File: config.mk
export PLATFORM = sky130hd
export DESIGN_NAME = multicycle_control_unit
export DESIGN_NICKNAME = d
export VERILOG_FILES = /design/src/rtl/multicycle_control_unit.sv
export SDC_FILE = /design/constraint.sdc
export NUM_CORES = 1
export LEC_CHECK = 0
export BUFFER_PORTS_ARGS = -buffer_cell sky130_fd_sc_hd__buf_2
export CAP_MARGIN = 25
export CORE_MARGIN = 10
export CORE_UTILIZATION = 57
export DETAILED_ROUTE_END_ITERATION = 10
export HOLD_SLACK_MARGIN = 0.06
export PLACE_DENSITY = 0.91
export SYNTH_ARGS = -nofsm -noshare
export SYNTH_HDL_FRONTEND = slang
export SYNTH_SLANG_ARGS = --single-unit
File: constraint.sdc
create_clock -name clk -period 3.9 [get_ports clk]
set_input_delay 0.585 -clock clk [delete_from_list [all_inputs] [get_ports clk]]
set_output_delay 0.585 -clock clk [all_outputs]
set_load 0.1 [all_outputs]
File: src/rtl/multicycle_control_unit.sv
// multicycle_control_unit: Moore-style sequencer for a multicycle RV32I-like
// datapath sharing one memory for instructions and data. Memory accesses
// (FETCH/MEMREAD/MEMWRITE) stretch until memReady; a stalled access halts the
// core with a sticky fault after WAIT_TIMEOUT idle cycles.
// Optional macro BRANCH_FULL_EN: adds blt/bge/bltu/bgeu; without it only
// beq/bne are legal and any other branch funct3 halts with fault.
module multicycle_control_unit #(
  parameter int ALU_CTRL_W   = 4,
  parameter int WAIT_TIMEOUT = 15
) (
  input  logic                  clk,
  input  logic                  rst_n,
  input  logic [6:0]            op,
  input  logic [2:0]            funct3,
  input  logic                  funct7b5,
  input  logic                  zero,
  input  logic                  negative,
  input  logic                  carry,
  input  logic                  overflow,
  input  logic                  memReady,
  output logic                  memRead,
  output logic                  memWrite,
  output logic                  irWrite,
  output logic                  pcWrite,
  output logic                  regWrite,
  output logic                  adrSrc,
  output logic [1:0]            resultSrc,
  output logic [1:0]            aluSrcA,
  output logic [1:0]            aluSrcB,
  output logic [2:0]            immSrc,
  output logic [ALU_CTRL_W-1:0] aluControl,
  output logic                  fault,
  output logic [3:0]            state
);

  typedef enum logic [3:0] {
    S_FETCH = 4'd0, S_DECODE = 4'd1, S_MEMADR = 4'd2, S_MEMREAD = 4'd3,
    S_MEMWB = 4'd4, S_MEMWRITE = 4'd5, S_EXECR = 4'd6, S_EXECI = 4'd7,
    S_ALUWB = 4'd8, S_EXECU = 4'd9, S_BRANCH = 4'd10, S_JAL = 4'd11,
    S_JALR = 4'd12, S_HALT = 4'd13
  } state_t;

  localparam logic [6:0] OP_LOAD  = 7'b0000011, OP_STORE = 7'b0100011;
  localparam logic [6:0] OP_R     = 7'b0110011, OP_I     = 7'b0010011;
  localparam logic [6:0] OP_LUI   = 7'b0110111, OP_AUIPC = 7'b0010111;
  localparam logic [6:0] OP_BR    = 7'b1100011, OP_JAL   = 7'b1101111;
  localparam logic [6:0] OP_JALR  = 7'b1100111;

  // ALU source / result / immediate select encodings
  localparam logic [1:0] SRCA_PC = 2'd0, SRCA_OLDPC = 2'd1, SRCA_RS1 = 2'd2, SRCA_ZERO = 2'd3;
  localparam logic [1:0] SRCB_RS2 = 2'd0, SRCB_IMM = 2'd1, SRCB_FOUR = 2'd2;
  localparam logic [1:0] RES_ALUOUT = 2'd0, RES_RDATA = 2'd1, RES_ALU = 2'd2, RES_TARGET = 2'd3;
  localparam logic [2:0] IMM_I = 3'd0, IMM_S = 3'd1, IMM_B = 3'd2, IMM_U = 3'd3, IMM_J = 3'd4;

  localparam logic [ALU_CTRL_W-1:0] ALU_ADD  = ALU_CTRL_W'(0), ALU_SUB  = ALU_CTRL_W'(1);
  localparam logic [ALU_CTRL_W-1:0] ALU_SLL  = ALU_CTRL_W'(2), ALU_SLT  = ALU_CTRL_W'(3);
  localparam logic [ALU_CTRL_W-1:0] ALU_SLTU = ALU_CTRL_W'(4), ALU_XOR  = ALU_CTRL_W'(5);
  localparam logic [ALU_CTRL_W-1:0] ALU_SRL  = ALU_CTRL_W'(6), ALU_SRA  = ALU_CTRL_W'(7);
  localparam logic [ALU_CTRL_W-1:0] ALU_OR   = ALU_CTRL_W'(8), ALU_AND  = ALU_CTRL_W'(9);

  localparam logic [7:0] WAIT_LIMIT = 8'(WAIT_TIMEOUT);

  state_t     state_q, state_d;
  logic [7:0] wait_q, wait_d;
  logic       fault_q, fault_d;
  logic       stall;
  logic       br_legal, br_cond;

  // ALU operation for register and immediate arithmetic; alt selects SUB/SRA
  function automatic logic [ALU_CTRL_W-1:0] alu_decode(input logic [2:0] f3, input logic alt);
    logic [ALU_CTRL_W-1:0] c;
    case (f3)
      3'b000:  c = alt ? ALU_SUB : ALU_ADD;
      3'b001:  c = ALU_SLL;
      3'b010:  c = ALU_SLT;
      3'b011:  c = ALU_SLTU;
      3'b100:  c = ALU_XOR;
      3'b101:  c = alt ? ALU_SRA : ALU_SRL;
      3'b110:  c = ALU_OR;
      default: c = ALU_AND;
    endcase
    return c;
  endfunction

  // Flag condition for every branch type; legality is decided separately so
  // the reduced build simply never lets the unsigned/signed compares through.
  always_comb begin
    case (funct3)
      3'b000:  br_cond = zero;
      3'b001:  br_cond = ~zero;
      3'b100:  br_cond = negative ^ overflow;
      3'b101:  br_cond = ~(negative ^ overflow);
      3'b110:  br_cond = ~carry;
      3'b111:  br_cond = carry;
      default: br_cond = 1'b0;
    endcase
`ifdef BRANCH_FULL_EN
    br_legal = (funct3[2:1] != 2'b01);
`else
    br_legal = (funct3[2:1] == 2'b00);
`endif
  end

  // State, wait counter and sticky fault registers
  always_ff @(posedge clk or negedge rst_n) begin
    if (!rst_n) begin
      state_q <= S_FETCH;
      wait_q  <= 8'd0;
      fault_q <= 1'b0;
    end else begin
      state_q <= state_d;
      wait_q  <= wait_d;
      fault_q <= fault_d;
    end
  end

  // Next-state and strobe decode from state, plus memReady / branch outcome
  always_comb begin
    state_d    = state_q;
    wait_d     = wait_q;
    fault_d    = fault_q;
    stall      = 1'b0;
    memRead    = 1'b0;
    memWrite   = 1'b0;
    irWrite    = 1'b0;
    pcWrite    = 1'b0;
    regWrite   = 1'b0;
    adrSrc     = 1'b0;
    resultSrc  = RES_ALUOUT;
    aluSrcA    = SRCA_PC;
    aluSrcB    = SRCB_RS2;
    immSrc     = IMM_I;
    aluControl = ALU_ADD;
    case (state_q)
      S_FETCH: begin
        memRead = 1'b1;
        if (memReady) begin
          irWrite   = 1'b1;
          pcWrite   = 1'b1;
          aluSrcA   = SRCA_PC;
          aluSrcB   = SRCB_FOUR;
          resultSrc = RES_ALU;
          state_d   = S_DECODE;
        end else begin
          stall = 1'b1;
        end
      end
      S_DECODE: begin
        // precompute the branch/jal target into the target register
        aluSrcA = SRCA_OLDPC;
        aluSrcB = SRCB_IMM;
        immSrc  = (op == OP_JAL) ? IMM_J : IMM_B;
        case (op)
          OP_LOAD, OP_STORE: state_d = S_MEMADR;
          OP_R:              state_d = S_EXECR;
          OP_I:              state_d = S_EXECI;
          OP_LUI, OP_AUIPC:  state_d = S_EXECU;
          OP_BR:             state_d = S_BRANCH;
          OP_JAL:            state_d = S_JAL;
          OP_JALR:           state_d = S_JALR;
          default:           state_d = S_HALT;
        endcase
      end
      S_MEMADR: begin
        aluSrcA = SRCA_RS1;
        aluSrcB = SRCB_IMM;
        immSrc  = op[5] ? IMM_S : IMM_I;
        state_d = op[5] ? S_MEMWRITE : S_MEMREAD;
      end
      S_MEMREAD: begin
        adrSrc  = 1'b1;
        memRead = 1'b1;
        if (memReady) state_d = S_MEMWB;
        else          stall   = 1'b1;
      end
      S_MEMWRITE: begin
        adrSrc   = 1'b1;
        memWrite = 1'b1;
        if (memReady) state_d = S_FETCH;
        else          stall   = 1'b1;
      end
      S_MEMWB: begin
        resultSrc = RES_RDATA;
        regWrite  = 1'b1;
        state_d   = S_FETCH;
      end
      S_EXECR: begin
        aluSrcA    = SRCA_RS1;
        aluSrcB    = SRCB_RS2;
        aluControl = alu_decode(funct3, funct7b5);
        state_d    = S_ALUWB;
      end
      S_EXECI: begin
        // instr[30] is immediate data except for the shift-right pair
        aluSrcA    = SRCA_RS1;
        aluSrcB    = SRCB_IMM;
        immSrc     = IMM_I;
        aluControl = alu_decode(funct3, funct7b5 & (funct3 == 3'b101));
        state_d    = S_ALUWB;
      end
      S_EXECU: begin
        // op[5] distinguishes LUI (0 + imm) from AUIPC (oldPC + imm)
        aluSrcA = op[5] ? SRCA_ZERO : SRCA_OLDPC;
        aluSrcB = SRCB_IMM;
        immSrc  = IMM_U;
        state_d = S_ALUWB;
      end
      S_ALUWB: begin
        resultSrc = RES_ALUOUT;
        regWrite  = 1'b1;
        state_d   = S_FETCH;
      end
      S_BRANCH: begin
        aluSrcA    = SRCA_RS1;
        aluSrcB    = SRCB_RS2;
        aluControl = ALU_SUB;
        resultSrc  = RES_TARGET;
        pcWrite    = br_legal & br_cond;
        state_d    = br_legal ? S_FETCH : S_HALT;
      end
      S_JAL: begin
        // PC takes the DECODE target while the ALU forms the link oldPC+4
        pcWrite   = 1'b1;
        resultSrc = RES_TARGET;
        aluSrcA   = SRCA_OLDPC;
        aluSrcB   = SRCB_FOUR;
        state_d   = S_ALUWB;
      end
      S_JALR: begin
        // rs1+imm goes to the PC through the ALU path; the PC input clears bit 0
        pcWrite   = 1'b1;
        resultSrc = RES_ALU;
        aluSrcA   = SRCA_RS1;
        aluSrcB   = SRCB_IMM;
        immSrc    = IMM_I;
        state_d   = S_ALUWB;
      end
      S_HALT: state_d = S_HALT;
      default: state_d = S_HALT;
    endcase

    // wait counter: counts idle memory cycles, cleared on every state change
    if (stall) begin
      wait_d = wait_q + 8'd1;
      if (wait_d == WAIT_LIMIT) state_d = S_HALT;
    end
    if (state_d != state_q) wait_d = 8'd0;
    if (state_d == S_HALT) fault_d = 1'b1;

    // reset asynchronously silences every strobe and select
    if (!rst_n) begin
      memRead    = 1'b0;
      memWrite   = 1'b0;
      irWrite    = 1'b0;
      pcWrite    = 1'b0;
      regWrite   = 1'b0;
      adrSrc     = 1'b0;
      resultSrc  = 2'd0;
      aluSrcA    = 2'd0;
      aluSrcB    = 2'd0;
      immSrc     = 3'd0;
      aluControl = '0;
    end
  end

  assign fault = fault_q;
  assign state = state_q;

endmodule

==> results of run 1 <==
[power by group through the flow]
stage                     combinational (W)  sequential (W)  clock (W)
after floorplan                    0.000687        0.000314          0
after global placement             0.000931        0.000231          0
after detailed placement           0.000937        0.000233          0
after CTS                          0.000942        0.000230  0.0000860
after global routing                0.00101        0.000239  0.0000934
final                              0.000944        0.000231  0.0000865
[placed cells by master (no fill, tap or decap), drive strengths merged, types with 2 or more instances in the layout]
cell type and instances:
clkbuf 4, a21boi 4, dfrtp 13, or3 9
o211ai 2, and4b 2, nor3 11, a21o 4
o41ai 2, a21oi 12, and3 3, o21ba 2
a31oi 3, mux2i 2, o311a 2, a2111oi 5
nand3 6, nor4 6, ha 2, or3b 2
nor2 14, and2 2, nand2 16, nand4b 2
nor2b 6, o221ai 2, o21ai 7, xor2 2
xnor2 8, a311oi 2, a41oi 2, o31ai 2
inv 10, nand3b 3, a211oi 4, nor3b 2
nand2b 7, buf 40
[per-layer routing]
metal  track usage (%)  routed length [µm]  up-vias
met5                 0                   0        -
met4              5.06                  41        0
met3              5.03                 502        4
met2              25.0                1990       68
met1              22.8                1840      814
li1                  -                   -      854
[through the flow]
stage / total power, W / cells / TNS [ns]
floorplan: 0.00100 / 206 / -1.56
global placement: 0.00116 / 265 / 0
detailed placement: 0.00117 / 265 / 0
CTS: 0.00126 / 269 / 0
global route: 0.00135 / 269 / 0
finish: 0.00126 / 269 / 0
[synth_stat cells (3+ instances only)]
cell type   n  area [µm²]
a31oi_1     3        18.8
a21oi_1    12        60.1
nand3b_1    3        22.5
dfrtp_1    13         325
xnor2_1     8        70.1
inv_1      10        37.5
nand2_1    16        60.1
nor3_1     10        50.1
nand2b_1    7        43.8
clkbuf_1    9        33.8
a211oi_1    3        22.5
nor2b_1     6        37.5
or3_1       9        56.3
o21ai_0     7        35.0
a21o_1      4        30.0
and3_1      3        18.8
a21boi_0    4        30.0
nand3_1     6        30.0
nor4_1      5        31.3
nor2_1     14        52.6
[cell type report]
cell class / instances / area (µm²)
inverter: 10 / 37.5
clock buffer: 4 / 26.3
sequential: 13 / 325
timing repair buffer: 40 / 205
fill: 238 / 870
multi-input combinational: 171 / 1210
tap: 31 / 38.8
[worst reg2reg max path, delay by kind of cell (launching register included)]
kind	cells	cell delay [ns]
compound gates	1	0.62
xor+xnor	1	0.42
flops	1	0.79
simple gates	3	0.83
[worst max path at each step]
stage          slack (ns)                from                     to  cells after the start
2_1_floorplan       -0.78  state[0]$_DFF_PN0_              immSrc[1]                      5
3_3_place_gp         1.18  state[1]$_DFF_PN0_          aluControl[0]                      6
3_5_place_dp         1.15  state[1]$_DFF_PN0_  wait_q[3]$_DFFE_PN0P_                      5
4_1_cts              0.85  state[1]$_DFF_PN0_          aluControl[0]                      6
5_1_grt              0.65  state[1]$_DFF_PN0_          aluControl[0]                      6
6_report             0.84  state[1]$_DFF_PN0_          aluControl[0]                      6
[registers in the layout (all words and copies together) (netlist names)]
name,cells
fault,1
state,4
wait_q,8
[cells by family (layout without fill, tap and decap cells)]
group                      count (synthesis)  in the layout  share of synthesized area, %
AOI/OAI and AO/OA                         61             61                          30.9
and+or+nand+nor                           96             96                          34.8
buffers and inverters                     22             54                          5.32
xor gates and xnor gates                  10             10                          5.56
adders and majority gates                  2              2                          1.59
DFF                                       13             13                          20.6
muxes                                      2              2                          1.27
==> impl_metrics.tcl, run 1 <==
set metrics [dict create \
    cts_tree "done" \
    r2r-start "state[1]$_DFF_PN0_" \
    crit_chain "nor2b_1, a31oi_1, o31ai_1, o211ai_1, a21boi_2, buf_2" \
    finalCritPeriodShare_pct 78.6 \
    worstMarginPinSlew_ns 0.848 \
    drv_cap 0 \
    synth_seq_area_share_pct 20.6 \
    grt_pass1_wl_um 7640 \
    cp_slowest_cell "dfrtp_1" \
    critPathTopFamily "flip-flops" \
    syn_nets 226 \
    status "completed" \
    insertion_delay_ns 0.28 \
    ctsHoldBuffers 0 \
    pwr-share-comb_pct 74.8 \
    crit_arrival_ns 2.48 \
    die_x_um 72.6 \
    placement.io_buffers 38 \
    drt_iter0_markers 163 \
    cts_setup_buffers 0 \
    relSlewSlack_pct 43.1 \
    coreArea_um2 2710 \
    viasPerCell 6.47 \
    pwr-share-seq_pct 18.3 \
    syn_to_final_growth_pct 16.7 \
    swShare_pct 66.5 \
    holdWs_ns 0.247 \
    ys_ff_latch 13 \
    path_buf_inv 1 \
    layout-drive-gt1-share_pct 26.1 \
    ctsLongestPathBuffers 2 \
    r2r_cells 5 \
    rows 19 \
    antenna_found_initial 0 \
    wl_um 4370 \
    placed_area_um2 1810 \
    io_pins 42 \
    diodes 0 \
    rsz0062_at_grt "no" \
    clk_pin_slew_ns 0.08 \
    ctsResizeCount 0 \
    grt_pass1_vias 1663 \
    switching_power_w 0.000839 \
    final_area_um2 1840 \
    crit_required_ns 3.31 \
    gp_congestion 0.882 \
    die_area_um2 5270 \
    power_density_nw_per_um2 686 \
    finClkSkew_ns 0.000817 \
    root_buffer "clkbuf_4" \
    wl_per_cell_um 16.3 \
    p_int_w 0.000423 \
    fp.dieH_um 72.6 \
    worst-setup-path-type "reg2out" \
    syn_area_per_cell_um2 7.65 \
    p_clk_share_pct 6.9 \
    drc 0 \
    drtPass1Iterations 4 \
    syn_inst 206 \
    numCtsBuffers 3 \
    power_leakage_nw 0.739 \
    rr_endpoint "wait_q[3]$_DFFE_PN0P_" \
    fin_nets 259 \
    ant_nets 0 \
    peakVddDrop_uv 621 \
    utilization_pct 67.9 \
    cp_slowest_stage_delay_ns 0.79 \
    cp_max_fo 24 \
    synthArstFlopShare_pct 100 \
    initial_core_util_pct 58.2 \
    cts_num_sinks 13 \
    dp_hpwl_um 3250 \
    grt_max_degree 26 \
    synth_edf_count 0 \
    r2r_slack_ns 1.09 \
    cts_max_level 1 \
    slew_violations 0 \
    critPathCaptureType "output pin" \
    dp_slack_ns 1.15 \
    synthFlopType "dfrtp_1" \
    finalHoldViolations 0 \
    grt-ovfl-total 0 \
    yosysWarnings 0 \
    netlist_area_um2 1580 \
    start_kind "flop" \
    period_needed_ns 3.06 \
    final-setup-viol-count 0 \
    num_vias 1740 \
    fmax_mhz 326 \
    hold_path_class "in2async" \
    synth_cell_types 57 \
    track_usage_pct 16.9 \
    timing.final.ws_setup_ns 0.835 \
]
No activity file was read; power rests on OpenSTA's default activity.
==> inputs of run 2 (changes only) <==
Settings changed: CORE_UTILIZATION 57 to 48, PLACE_DENSITY 0.91 to 0.83.
Clock period 3.9 ns to 2.7 ns, I/O delays scaled along.
==> run 2 against run 1 <==
Against the previous run:
- sequential cell count unchanged
- via count fell by 0.75%
- die area up 13%
- power increased by 53%
- routed wire length rose by 4.8%
- critical path depth is 2 lower
- clock-buffer cell count did not move
- clock power rose by 35%
- sequential power rose by 71%
- non-clock buffer count is 4 higher
- largest cell class unchanged
==> impl_metrics.tcl, run 2 (synthesized netlist as in run 1, its figures left out) <==
set metrics [dict create \
    fmax_mhz 389 \
    clk_pin_slew_ns 0.07 \
    wl_per_cell_um 16.0 \
    cp_slowest_cell "dfrtp_4" \
    die_area_um2 5980 \
    fin_tns_setup_ns 0 \
    rows 20 \
    grt_max_degree 32 \
    antenna_found_initial 0 \
    power_leakage_nw 0.780 \
    num_vias 1727 \
    diodes 0 \
    layout-drive-gt1-share_pct 32.2 \
    largest_reg_flops 8 \
    period_needed_ns 2.57 \
    grt_pass1_vias 1628 \
    finalHoldViolations 0 \
    placed_area_um2 1980 \
    peakVddDrop_uv 677 \
    crit_required_ns 2.30 \
    final_area_um2 2020 \
    status "completed" \
    grt_pass1_wl_um 7890 \
    worstMarginPinSlew_ns 0.978 \
    viasPerCell 6.04 \
    hold_path_class "reg2reg" \
    cp_max_fo 31 \
    finalCritPeriodShare_pct 95.1 \
    ant_nets 0 \
    relSlewSlack_pct 34.3 \
    crit_arrival_ns 2.16 \
    insertion_delay_ns 0.27 \
    grt-ovfl-total 0 \
    utilization_pct 65.1 \
    cts_num_sinks 13 \
    worst-setup-path-type "reg2out" \
    critPathCaptureType "output pin" \
    power_density_nw_per_um2 957 \
    fin_nets 263 \
    root_buffer "clkbuf_4" \
    placement.io_buffers 38 \
    drv_cap 0 \
    holdWs_ns 0.494 \
    timing.final.ws_setup_ns 0.132 \
    cts_max_level 1 \
    drt_iter0_markers 140 \
    top_register "wait_q" \
    rsz0062_at_grt "no" \
    crit_chain "nor2b_1, a31oi_1, a21boi_4, buf_2" \
    io_pins 42 \
    cts_tree "done" \
    gp_congestion 0.863 \
    coreArea_um2 3100 \
    dp_hpwl_um 3580 \
    final-setup-viol-count 0 \
    cp_slowest_stage_delay_ns 0.66 \
    drc 0 \
    die_x_um 77.3 \
    ctsLongestPathBuffers 2 \
    syn_to_final_growth_pct 28.1 \
    numCtsBuffers 3 \
    layout_commonest_cell "buf_2" \
    layout_common_cells "buf_2, nand2_1, nor2_1" \
    fp.dieH_um 77.3 \
    finClkSkew_ns 0.00599 \
    dp_slack_ns 0.214 \
    slew_violations 0 \
    wl_um 4580 \
    initial_core_util_pct 50.8 \
    start_kind "flop" \
    track_usage_pct 15.0 \
    drtPass1Iterations 4 \
]
-- run 2: cell count changes in the layout (fill, tap and decap cells not counted), sizes merged --
| cell | delta |
|---|---|
| dlygate4sd3 | +1 |
| clkbuf | +2 |
| buf | +1 |
-- run 2: worst max-delay path: cells and delay by family, from the launching register on --
| kind | cells | cell delay, ns |
|---|---|---|
| flip-flops | 1 | 0.66 |
| AND/OR/NAND/NOR | 1 | 0.44 |
| buffers and inverters | 1 | 0.43 |
| AO/OA/AOI/OAI | 2 | 0.35 |
-- run 2: final cells by class --
type                    count  area [µm²]
inverters                  10        37.5
repair buffers             44         243
well taps                  44        55.1
flip-flops and latches     13         340
clock buffers               4        26.3
multi-input cells         171        1320
fillers                   297        1080
-- run 2: worst paths after layout --
kind	slack [ns]	startpoint	cells after the start	endpoint
hold reg to reg	0.49	fault$_DFFE_PN0N_	1	fault$_DFFE_PN0N_
setup reg to reg	0.21	state[1]$_DFF_PN0_	6	state[0]$_DFF_PN0_
hold / removal	0.49	fault$_DFFE_PN0N_	1	fault$_DFFE_PN0N_
min in group asynchronous	0.53	rst_n	2	wait_q[1]$_DFFE_PN0P_
max in group asynchronous	1.70	rst_n	3	state[1]$_DFF_PN0_
setup / recovery	0.13	state[0]$_DFF_PN0_	4	aluSrcA[1]
-- run 2: repair_timing --
item,in CTS,in global routing
buffers inserted,0,0
hold buffers,1,0
endpoints found under the setup margin,0,2
gates resized for setup,0,2
endpoints found under the hold margin,2,0
-- run 2: through the flow --
| step | instances | power, W |
|---|---|---|
| after floorplan | 206 | 0.00156 |
| after global placement | 281 | 0.00179 |
| after detailed placement | 281 | 0.00180 |
| after CTS | 286 | 0.00193 |
| after global routing | 286 | 0.00205 |
| final | 286 | 0.00193 |
-- run 2: routing by layer --
| layer | vias to the layer above | wire [µm] | global-route usage (%) | share of wire (%) |
|---|---|---|---|---|
| li1 | 856 | - | - | - |
| met1 | 821 | 2240 | 20.8 | 49 |
| met2 | 44 | 2060 | 23.4 | 45 |
| met3 | 6 | 229 | 2.45 | 5.0 |
| met4 | 0 | 52 | 4.01 | 1.1 |
| met5 | - | 0 | 0 | 0 |
-- run 2: power breakdown --
group | switching [W] | total (W) | internal, W
Sequential | 0.000154 | 0.000395 | 0.000242
Clock | 0.0000601 | 0.000117 | 0.0000573
Combinational | 0.00106 | 0.00142 | 0.000362
